$ cat src/rtl/control_sequencer.sv
// control_sequencer: multi-cycle fetch/decode/execute sequencer for the RISC datapath.
// Fetches 32-bit instructions over a req/ack port, decodes them into register-file
// addresses, ALU function select and constant-unit controls, and maintains the PC.
// Ports:
//   CLK, RESET_n                 clock, async active-low reset
//   IMEM_REQ/IMEM_ADDR           fetch request and address (address = PC)
//   IMEM_ACK/IMEM_DATA           fetch acknowledge and instruction word
//   Z                            datapath zero flag for BZ
//   DA/AA/BA/FS/MB/IM/CS/RW      datapath controls, valid through EXEC
//   PC, HALT, ILLEGAL            program counter, halted flag, illegal-opcode pulse
module control_sequencer #(
   parameter logic [31:0] RESET_PC = 32'h0
) (
   input  logic        CLK,
   input  logic        RESET_n,
   output logic        IMEM_REQ,
   output logic [31:0] IMEM_ADDR,
   input  logic        IMEM_ACK,
   input  logic [31:0] IMEM_DATA,
   input  logic        Z,
   output logic [4:0]  DA,
   output logic [4:0]  AA,
   output logic [4:0]  BA,
   output logic [4:0]  FS,
   output logic        MB,
   output logic [14:0] IM,
   output logic        CS,
   output logic        RW,
   output logic [31:0] PC,
   output logic        HALT,
   output logic        ILLEGAL
);

   localparam int unsigned XLEN  = 32;
   localparam int unsigned RAW   = 5;
   localparam int unsigned IMW   = 15;
   localparam int unsigned OPW   = 7;

   localparam logic [OPW-1:0] OP_NOP = 7'h00;
   localparam logic [OPW-1:0] OP_BZ  = 7'h60;
   localparam logic [OPW-1:0] OP_HLT = 7'h7F;

   typedef enum logic [2:0] {
      S_IDLE,
      S_FETCH,
      S_DECODE,
      S_EXEC,
      S_HLT
   } state_e;

   state_e           state_q, state_d;
   logic [XLEN-1:0]  pc_q, pc_d;
   logic [XLEN-1:0]  ir_q, ir_d;
   logic             req_q, req_d;
   logic [RAW-1:0]   da_q, da_d, aa_q, aa_d, ba_q, ba_d, fs_q, fs_d;
   logic             mb_q, mb_d, cs_q, cs_d, rw_q, rw_d;
   logic [IMW-1:0]   im_q, im_d;
   logic             halt_q, halt_d, ill_q, ill_d, bz_q, bz_d;

   logic [OPW-1:0]   op_c;
   logic             is_alu_c;
   logic             known_c;

   // Opcode classification from the held instruction register
   always_comb begin
      op_c     = ir_q[31:25];
      is_alu_c = 1'b0;
      case (op_c)
         7'h02, 7'h05, 7'h08, 7'h0A,
         7'h22, 7'h25, 7'h28, 7'h2A: is_alu_c = 1'b1;
         default:                    is_alu_c = 1'b0;
      endcase
      known_c = is_alu_c || (op_c == OP_NOP) || (op_c == OP_BZ) || (op_c == OP_HLT);
   end

   // State and registered outputs
   always_ff @(posedge CLK or negedge RESET_n) begin
      if (!RESET_n) begin
         state_q <= S_IDLE;
         pc_q    <= RESET_PC;
         ir_q    <= '0;
         req_q   <= 1'b0;
         da_q    <= '0;
         aa_q    <= '0;
         ba_q    <= '0;
         fs_q    <= '0;
         mb_q    <= 1'b0;
         cs_q    <= 1'b0;
         im_q    <= '0;
         rw_q    <= 1'b0;
         halt_q  <= 1'b0;
         ill_q   <= 1'b0;
         bz_q    <= 1'b0;
      end else begin
         state_q <= state_d;
         pc_q    <= pc_d;
         ir_q    <= ir_d;
         req_q   <= req_d;
         da_q    <= da_d;
         aa_q    <= aa_d;
         ba_q    <= ba_d;
         fs_q    <= fs_d;
         mb_q    <= mb_d;
         cs_q    <= cs_d;
         im_q    <= im_d;
         rw_q    <= rw_d;
         halt_q  <= halt_d;
         ill_q   <= ill_d;
         bz_q    <= bz_d;
      end
   end

   // Next-state and next-output logic
   always_comb begin
      state_d = state_q;
      pc_d    = pc_q;
      ir_d    = ir_q;
      req_d   = req_q;
      da_d    = da_q;
      aa_d    = aa_q;
      ba_d    = ba_q;
      fs_d    = fs_q;
      mb_d    = mb_q;
      cs_d    = cs_q;
      im_d    = im_q;
      rw_d    = 1'b0;
      halt_d  = halt_q;
      ill_d   = 1'b0;
      bz_d    = bz_q;

      case (state_q)
         S_IDLE: begin
            state_d = S_FETCH;
            req_d   = 1'b1;
         end
         S_FETCH: begin
            if (IMEM_ACK) begin
               ir_d    = IMEM_DATA;
               req_d   = 1'b0;
               state_d = S_DECODE;
            end
         end
         S_DECODE: begin
            da_d   = ir_q[24:20];
            aa_d   = ir_q[19:15];
            ba_d   = ir_q[14:10];
            im_d   = ir_q[14:0];
            fs_d   = is_alu_c ? op_c[4:0] : 5'd0;
            mb_d   = is_alu_c && op_c[5];
            // Sign-extend only for the add/subtract immediates
            cs_d   = is_alu_c && op_c[5] && ((op_c[4:0] == 5'b00010) || (op_c[4:0] == 5'b00101));
            rw_d   = is_alu_c;
            ill_d  = !known_c;
            bz_d   = (op_c == OP_BZ);
            if (op_c == OP_HLT) begin
               halt_d  = 1'b1;
               state_d = S_HLT;
            end else begin
               state_d = S_EXEC;
            end
         end
         S_EXEC: begin
            if (bz_q && Z) begin
               pc_d = pc_q + XLEN'(1) + {{(XLEN-IMW){im_q[IMW-1]}}, im_q};
            end else begin
               pc_d = pc_q + XLEN'(1);
            end
            req_d   = 1'b1;
            state_d = S_FETCH;
         end
         S_HLT: begin
            state_d = S_HLT;
         end
         default: begin
            state_d = S_IDLE;
         end
      endcase
   end

   assign IMEM_REQ  = req_q;
   assign IMEM_ADDR = pc_q;
   assign PC        = pc_q;
   assign DA        = da_q;
   assign AA        = aa_q;
   assign BA        = ba_q;
   assign FS        = fs_q;
   assign MB        = mb_q;
   assign IM        = im_q;
   assign CS        = cs_q;
   assign RW        = rw_q;
   assign HALT      = halt_q;
   assign ILLEGAL   = ill_q;

endmodule

$ cat config.mk
export PLATFORM = sky130hd
export DESIGN_NAME = control_sequencer
export DESIGN_NICKNAME = d
export VERILOG_FILES = /design/src/rtl/control_sequencer.sv
export SDC_FILE = /design/constraint.sdc
export NUM_CORES = 1
export LEC_CHECK = 0
export BUFFER_PORTS_ARGS = -buffer_cell sky130_fd_sc_hd__buf_2
export CAP_MARGIN = 10
export CORE_MARGIN = 2
export CORE_UTILIZATION = 30
export CTS_CLUSTER_DIAMETER = 150
export DETAILED_ROUTE_END_ITERATION = 7
export PLACE_DENSITY_LB_ADDON = 0.15
export SLEW_MARGIN = 20
export SYNTH_ARGS = -nofsm -noshare
export SYNTH_HDL_FRONTEND = slang
export SYNTH_SLANG_ARGS = --single-unit
$ cat constraint.sdc
create_clock -name CLK -period 5.4 [get_ports CLK]
set_input_delay 0.81 -clock CLK [delete_from_list [all_inputs] [get_ports CLK]]
set_output_delay 0.81 -clock CLK [all_outputs]
set_load 0.01 [all_outputs]
==> Yosys cells after proc, flatten, opt, wreduce, memory -nomap -nowiden <==
Cells that the tools add are included.
{ "totals": {"rom_bits": 0, "elab_cells": 60, "inputBits": 36, "latchBits": 0, "ff_bits": 109, "ramBits": 0, "memories": 0, "out_inout_bits": 105} }
{ "classes": {"n_lt_le_gt_ge": 0, "n_div": 0, "add_sub_neg": 2, "mul": 0, "n_mux": 10, "n_shift": 0, "n_eq_ne": 17, "n_reduce_logical": 16, "bitwise_logic": 0} }
{ "ops": {"columns": ["op", "n"], "rows": [
  ["$add A32 B1 Y32 const B", 1],
  ["$add A32 B32 Y32", 1],
  ["$mux W32", 1],
  ["$eq A7 B6 Y1 const B", 4],
  ["$eq A7 B4 Y1 const B", 2],
  ["$eq A7 B7 Y1 const B", 2],
  ["$pmux W3 S4", 1],
  ["$reduce_or A8 Y1", 1],
  ["$eq A7 B2 Y1 const B", 1],
  ["$eq A7 B3 Y1 const B", 1],
  ["$logic_not A7 Y1", 1],
  ["$eq A3 B2 Y1 const B", 2],
  ["$mux W3", 2],
  ["$reduce_and A2 Y1", 3],
  ["$eq A5 B2 Y1 const B", 1],
  ["$eq A5 B3 Y1 const B", 1],
  ["$mux W5", 1],
  ["$logic_or A1 B1 Y1", 4],
  ["$mux W1", 4],
  ["$eq A3 B1 Y1 const B", 1],
  ["$eq A3 B3 Y1 const B", 1],
  ["$logic_and A1 B1 Y1", 3],
  ["$logic_not A3 Y1", 1],
  ["$ne A2 B2 Y1 const B", 1],
  ["4 further kinds", 4]
]} }

==> Logic depth before layout (Yosys ltp) <==
Gate-level depths: netlist (run 1).
{ "depth": {"depth_word": 8, "depth_mapped": 20, "mapped_depth_nobuf": 19} }

==> Worst setup path after synthesis (run 1) <==
Ideal clock, no wire load.
{ "synth_path": {"path_type": "register to register", "startpoint": "register pc_q[0], in the netlist IMEM_ADDR[0]", "endpoint": "register pc_q[27], in the netlist IMEM_ADDR[27]", "setup_time_ns": 0.138, "n_path_buf": 0, "slack_ns": 1.547, "arrival_ns": 3.715, "synth_period_minus_slack_ns": 3.853, "path_stages_with_launch": 18, "t_required_ns": 5.262, "path_cell_list": "dfrtp_1 -> ha_1 -> nand3_1 -> nor2_2 -> and2_1 -> nand2_1 -> or4_1 -> xnor2_1 -> ha_1 -> a21o_1 -> a21o_1 -> a21o_1 -> nand2_1 -> o21ai_0 -> o31a_1 -> or3_1 -> a31oi_1 -> o22ai_1"} }
{ "synth_between": {"elab_chain_len": 3} }
{ "synth_rtl": {"columns": ["element", "line", "rtl"], "rows": [
  ["from (decl)", "52", "logic [XLEN-1:0] pc_q, pc_d;"],
  ["from (signal assigned)", "96", "pc_q <= pc_d;"],
  ["$add A32 B1 Y32 (*)", "164, 166", null],
  ["$add A32 B32 Y32", "164", "pc_d = pc_q + XLEN'(1) + {{(XLEN-IMW){im_q[IMW-1]}}, im_q};"],
  ["$mux W32 (*)", "163", "if (bz_q && Z) begin"]
]} }
Mark *: on every way between the ends. The rest lies on a longest branch, timed or not.
A chain may end at the register's enable or synchronous reset.

==> Worst setup path after layout (run 1) <==
{ "layout_path": {"startpoint": "register pc_q[0], in the netlist IMEM_ADDR[0]", "endpoint": "register pc_q[31], in the netlist IMEM_ADDR[31]"} }
Same word-level chain as after synthesis.

==> flow_summary.toml, run 1 <==
[synthesis]
synth_edf_count = 0
avgSynthCellArea_um2 = 8.62
synthTopCellsByArea = "dfrtp_1 37%, nand2_1 7.7%, ha_1 7.0%, mux2_2 5.1%, a21oi_1 4.1%"
syn_nets = 888
yosysMostFrequentCell = "nand2_1"
ys_ff_latch = 104
seq_area_frac_synth_pct = 37.2
yosys-top-cells-count = "143 x nand2_1, 104 x dfrtp_1, 60 x nor2_1, 57 x a21oi_1"
ys.flop_type = "dfrtp_1"
synth_xor_area_share_pct = 6.13
synth.cell_area_um2 = 7000
muxShareOfSynthArea_pct = 5.86
synth-simple-area-share_pct = 21.2
ys_warn_count = 0
yosysTopAreaCell = "dfrtp_1"
synth_top_family_by_area = "simple AND/OR/NAND/NOR gates"
yosysTopAreaCellShare_pct = 37.2
synth-compound-area-share_pct = 15.5
synth_fa_ha_area_share_pct = 7.26
synthCells = 812
synthArstFlopShare_pct = 100
yosys.cell_types.count = 62

[clock_tree]
htreeDepth = 3
insertion_delay_ps = 360
ctsHoldBuffers = 0
max-clock-path-buffers = 2
cts_setup_buffers = 0
cts_resized = 0
cts.sinks = 104
clockRootBuffer = "clkbuf_16"
cts_tree = "done"
cts.clk_slew.worst_paths_ps = 90
numCtsBuffers = 9

[floorplanning]
die-area_um2 = 24600
fp-row-count = 55
fp.dieW_um = 157
initial_core_util_pct = 30.7
boundaryPins = 141
die_height_um = 157
design.core.area_um2 = 22800

[finish]
final_util_pct = 35.4
final_nets = 973
area_growth_pct = 15.3
antenna_cells = 0
drive_gt1_share_pct = 23.5

[worst_setup_path]
cp-start-kind = "flop"
worstPathRequired_ps = 5630
path_cells = "ha_1 > nand3_1 > nor2_2 > and2_1 > nand2_1 > or4_1 > xnor2_1 > ha_1 > and2_1 > nand4_1 > a2111oi_2 > nor2_1 > a311o_1 > o211ai_1 > a21oi_1 > nand4b_1"
path_class = "flop to flop"
slowest_stage = "or4_1"
cpPeakStageDelay_ps = 500
cp.arrival_ps = 4590
path_delay_family = "simple AND/OR/NAND/NOR gates"
critPathBufInv = 0
end_kind = "flop"
cp_max_fo = 7

[timing]
whs_ps = 464
drv_slew = 0
rsz0062_at_grt = "no"
max_slew_margin_pct = 44.8
finalHoldViolations = 0
period_share_pct = 80.7
setup_violations = 0
max_freq_mhz = 230
setup-tns-final_ps = 0
tightest_slew_ps = 827
fin_crit_ps = 4360
skew_ps = 15.0

[worst_hold_path]
hp-class = "flop to flop"

[route]
vias = 5884
wire_per_inst_um = 16.0
detail_route.first_pass.iterations = 5
postRouteAntennaNets = 0
drc = 0
drt-total-wl_um = 19400
via_per_inst = 4.84
drt-initial-drc-count = 320

[global_route]
globalRouteTotalUtil_pct = 16.2
grt_pass1_vias = 5768
grt_overflow_total = 0
antenna_found_initial = 1
grt_pass1_wl_um = 31500
grt_max_degree = 63

[place]
place_congestion = 0.877
port_buffers = 140
hpwl_um = 14200

[status]
status = "completed"

[power]
leakage_nw = 3.85
ir_drop_v = 0.000223
power_density_nw_per_um2 = 558
p_total_w = 0.00450

[run]
drv_cap = 0
[cells in the final DEF, fill, tap and decap left out, types with 7 or more instances in the layout]
| cell | Yosys | layout |
|---|---|---|
| nand2_1 | 143 | 143 |
| buf_2 | 4 | 139 |
| dfrtp_1 | 104 | 104 |
| nor2_1 | 60 | 60 |
| a21oi_1 | 57 | 57 |
| nand3_1 | 39 | 39 |
| ha_1 | 39 | 39 |
| o21ai_0 | 36 | 36 |
| mux2_2 | 32 | 32 |
| xnor2_1 | 29 | 29 |
| xor2_1 | 20 | 20 |
| nor3_1 | 17 | 17 |
| a21o_1 | 17 | 17 |
| inv_1 | 13 | 13 |
| buf_4 | 38 | 10 |
| clkbuf_16 | 0 | 9 |
| o21ai_1 | 8 | 8 |
| or3_1 | 7 | 7 |
| nand4_1 | 7 | 7 |
[cells by family after synthesis]
| family | count (synthesis) |
|---|---|
| fa+ha+maj | 40 |
| compound gates | 173 |
| buf+inv | 88 |
| xor+xnor | 49 |
| simple gates | 321 |
| flops | 104 |
| mux | 37 |
[final timing paths]
path / cells past startpoint / from / to / slack (ps)
hold reg to reg: 1 / HALT / HALT / 460
min in group asynchronous: 1 / RESET_n / ir_q[28] / 520
max in group asynchronous: 2 / RESET_n / ir_q[21] / 3770
setup reg to reg: 16 / IMEM_ADDR[0] / IMEM_ADDR[31] / 1040
hold / removal: 1 / HALT / HALT / 460
setup / recovery: 16 / IMEM_ADDR[0] / IMEM_ADDR[31] / 1040
[where the power goes]
group,total [W],internal (W),switching (W)
clock network,0.000720,0.000343,0.000377
registers,0.00140,0.00107,0.000330
logic,0.00238,0.00102,0.00136
total,0.00450,0.00243,0.00207
[metal layers]
layer  part of all wire [%]  GRT usage, %
met5                  0.057             0
met4                    1.4          4.15
met3                    5.6          4.13
met2                     46          25.8
met1                     47          21.9
[worst register-to-register path, delay by kind of cell (launching register included)]
kind / cells / cell delay, ps
compound gates: 4 / 930
xor+xnor: 1 / 160
fa+ha+maj: 2 / 650
flops: 1 / 450
simple gates: 9 / 2060
[registers in the layout (all words and copies together) (netlist names), 3 cells and up]
name,flops
state_q,3
IM,10
BA,5
DA,5
IMEM_ADDR,32
ir_q,32
AA,5
FS,5
[layout make-up]
class	instances	area, um2
Fill cell	2408	14700
Tap cell	313	392
Sequential cell	104	2600
Inverter	13	48.8
Clock buffer	9	225
Clock inverter	7	104
Multi-Input combinational cell	620	3930
Timing Repair Buffer	149	771
[stage by stage]
step / instance area, um2 / cells / setup slack, ps
2_1_floorplan: 7000 / 812 / 1550
3_3_place_gp: 7740 / 1199 / 1260
3_5_place_dp: 7740 / 1199 / 1040
4_1_cts: 8070 / 1215 / 1010
5_1_grt: 8070 / 1215 / 581
6_report: 8070 / 1215 / 1040
(Power assumes the default switching activity.)
==> run 2: changes to the inputs <==
Clock period 5.4 ns to 4.4 ns, I/O delays scaled along.
==> flow_summary.toml, run 2 (same netlist as run 1, synthesis figures left out) <==
[clock_tree]
cts.sinks = 104
htreeDepth = 3
numCtsBuffers = 9
cts_tree = "done"
cts_resized = 0
cts_setup_buffers = 0
max-clock-path-buffers = 2
insertion_delay_ps = 360
clockRootBuffer = "clkbuf_16"
ctsHoldBuffers = 0
cts.clk_slew.worst_paths_ps = 90

[finish]
antenna_cells = 0
final_common_cell = "nand2_1"
mostFrequentLayoutCells = "143 x nand2_1, 139 x buf_2, 100 x dfrtp_1, 59 x nor2_1, 57 x a21oi_1"
drive_gt1_share_pct = 24.7
fin_cells = 1223
final_area_um2 = 8150
area_growth_pct = 16.4
fill_cells = 2406
final_nets = 981

[floorplanning]
die-area_um2 = 24600
die_height_um = 157
boundaryPins = 141
initial_core_util_pct = 30.7
fp-row-count = 55
design.core.area_um2 = 22800
fp.dieW_um = 157

[route]
wire_per_inst_um = 16.3
drc = 0
postRouteAntennaNets = 0
drt-initial-drc-count = 247
vias = 5970
drt-total-wl_um = 19900
detail_route.first_pass.iterations = 5
via_per_inst = 4.88

[worst_setup_path]
path_class = "flop to flop"
timing.rr.start = "IMEM_ADDR[0]"
ff2ff_setup_slack_ps = 330
cp.arrival_ps = 4300
end_kind = "flop"
critical_path.startpoint = "IMEM_ADDR[0]"
reg2reg_depth = 16
r2r_end = "IMEM_ADDR[31]"
worstPathRequired_ps = 4640
cp_max_fo = 7
cp-start-kind = "flop"

[global_route]
grt_max_degree = 39
grt_overflow_total = 0
grt_pass1_vias = 5736
grt_pass1_wl_um = 32000
antenna_found_initial = 0
globalRouteTotalUtil_pct = 16.5

[place]
hpwl_um = 14600
place_congestion = 0.864
port_buffers = 140
placed_cell_area_um2 = 7800
dp_cells = 1207

[status]
status = "completed"

[timing]
finalHoldViolations = 0
period_share_pct = 92.4
max_freq_mhz = 246
rsz0062_at_grt = "no"
drv_slew = 0
tightest_slew_ps = 991
setup_violations = 0
skew_ps = 12.0
fin_crit_ps = 4070
setup-tns-final_ps = 0
max_slew_margin_pct = 33.8

[worst_hold_path]
hp-class = "primary input to asynchronous set/reset pin"

[run]
drv_cap = 0

[power]
leakage_nw = 3.89
ir_drop_v = 0.000266
power_density_nw_per_um2 = 685
==> run 2: changes by cell type in the layout (fill, tap and decap cells not counted) <==
cell / change
inv_8: +1
a2111oi_2: -1
dfrtp_1: -4
clkinv_8: -1
nor2_1: -1
nor2_4: +1
dfrtp_2: +4
a2111oi_4: +1
buf_4: +8
==> run 2: critical path, stage by stage (launching register included) <==
cell	delay (ps)
dfrtp_2	420
ha_1	260
nand3_1	180
nor2_2	160
and2_1	170
nand2_1	130
or4_1	500
xnor2_1	160
ha_1	390
and2_1	230
nand4_1	190
a2111oi_4	360
nor2_2	110
a311o_1	320
o211ai_1	140
a21oi_1	60
nand4b_1	170
==> run 2: cell type report <==
cell class / count / area (um2) / area share, %
clock inverters: 7 / 98.8 / 1.21
repair buffers: 157 / 831 / 10.2
inverters: 13 / 48.8 / 0.599
flip-flops and latches: 104 / 2610 / 32.0
clock buffers: 9 / 225 / 2.76
multi-input cells: 620 / 3950 / 48.4
well taps: 313 / 392 / 4.81
==> run 2: worst max-delay path by stage <==
stage,to,depth (start not counted)
2_1_floorplan,IMEM_ADDR[27],17
3_3_place_gp,IMEM_ADDR[31],17
3_5_place_dp,IMEM_ADDR[31],16
4_1_cts,IMEM_ADDR[31],16
5_1_grt,IMEM_ADDR[27],17
6_report,IMEM_ADDR[31],16
==> run 2: power breakdown <==
group | switching [W] | internal, W | leakage, nW | total, W
combinational | 0.00170 | 0.00128 | 2.47 | 0.00297
clock | 0.000460 | 0.000420 | 0.157 | 0.000880
sequential | 0.000414 | 0.00131 | 1.26 | 0.00173
total | 0.00257 | 0.00301 | 3.89 | 0.00558
==> run 2: stage by stage <==
stage / worst slack (ps) / util [%] / total power [W] / hold WS [ps]
detailed placement: 272 / 34.2 / 0.00473 / 443
global placement: 383 / 34.2 / 0.00473 / 447
floorplan: 547 / - / 0.00389 / 364
CTS: 236 / 35.7 / 0.00564 / 223
global route: 2.20 / 35.8 / 0.00608 / 238
finish: 335 / 35.8 / 0.00558 / 220
==> run 2: routing by layer <==
metal  GRT usage, %  up-vias  wire length, um
met1           22.4     2813             9440
met2           26.5      141             9120
met3           3.79       20             1000
met4           4.28        0              332
li1               -     2996                -
met5              0        -                0
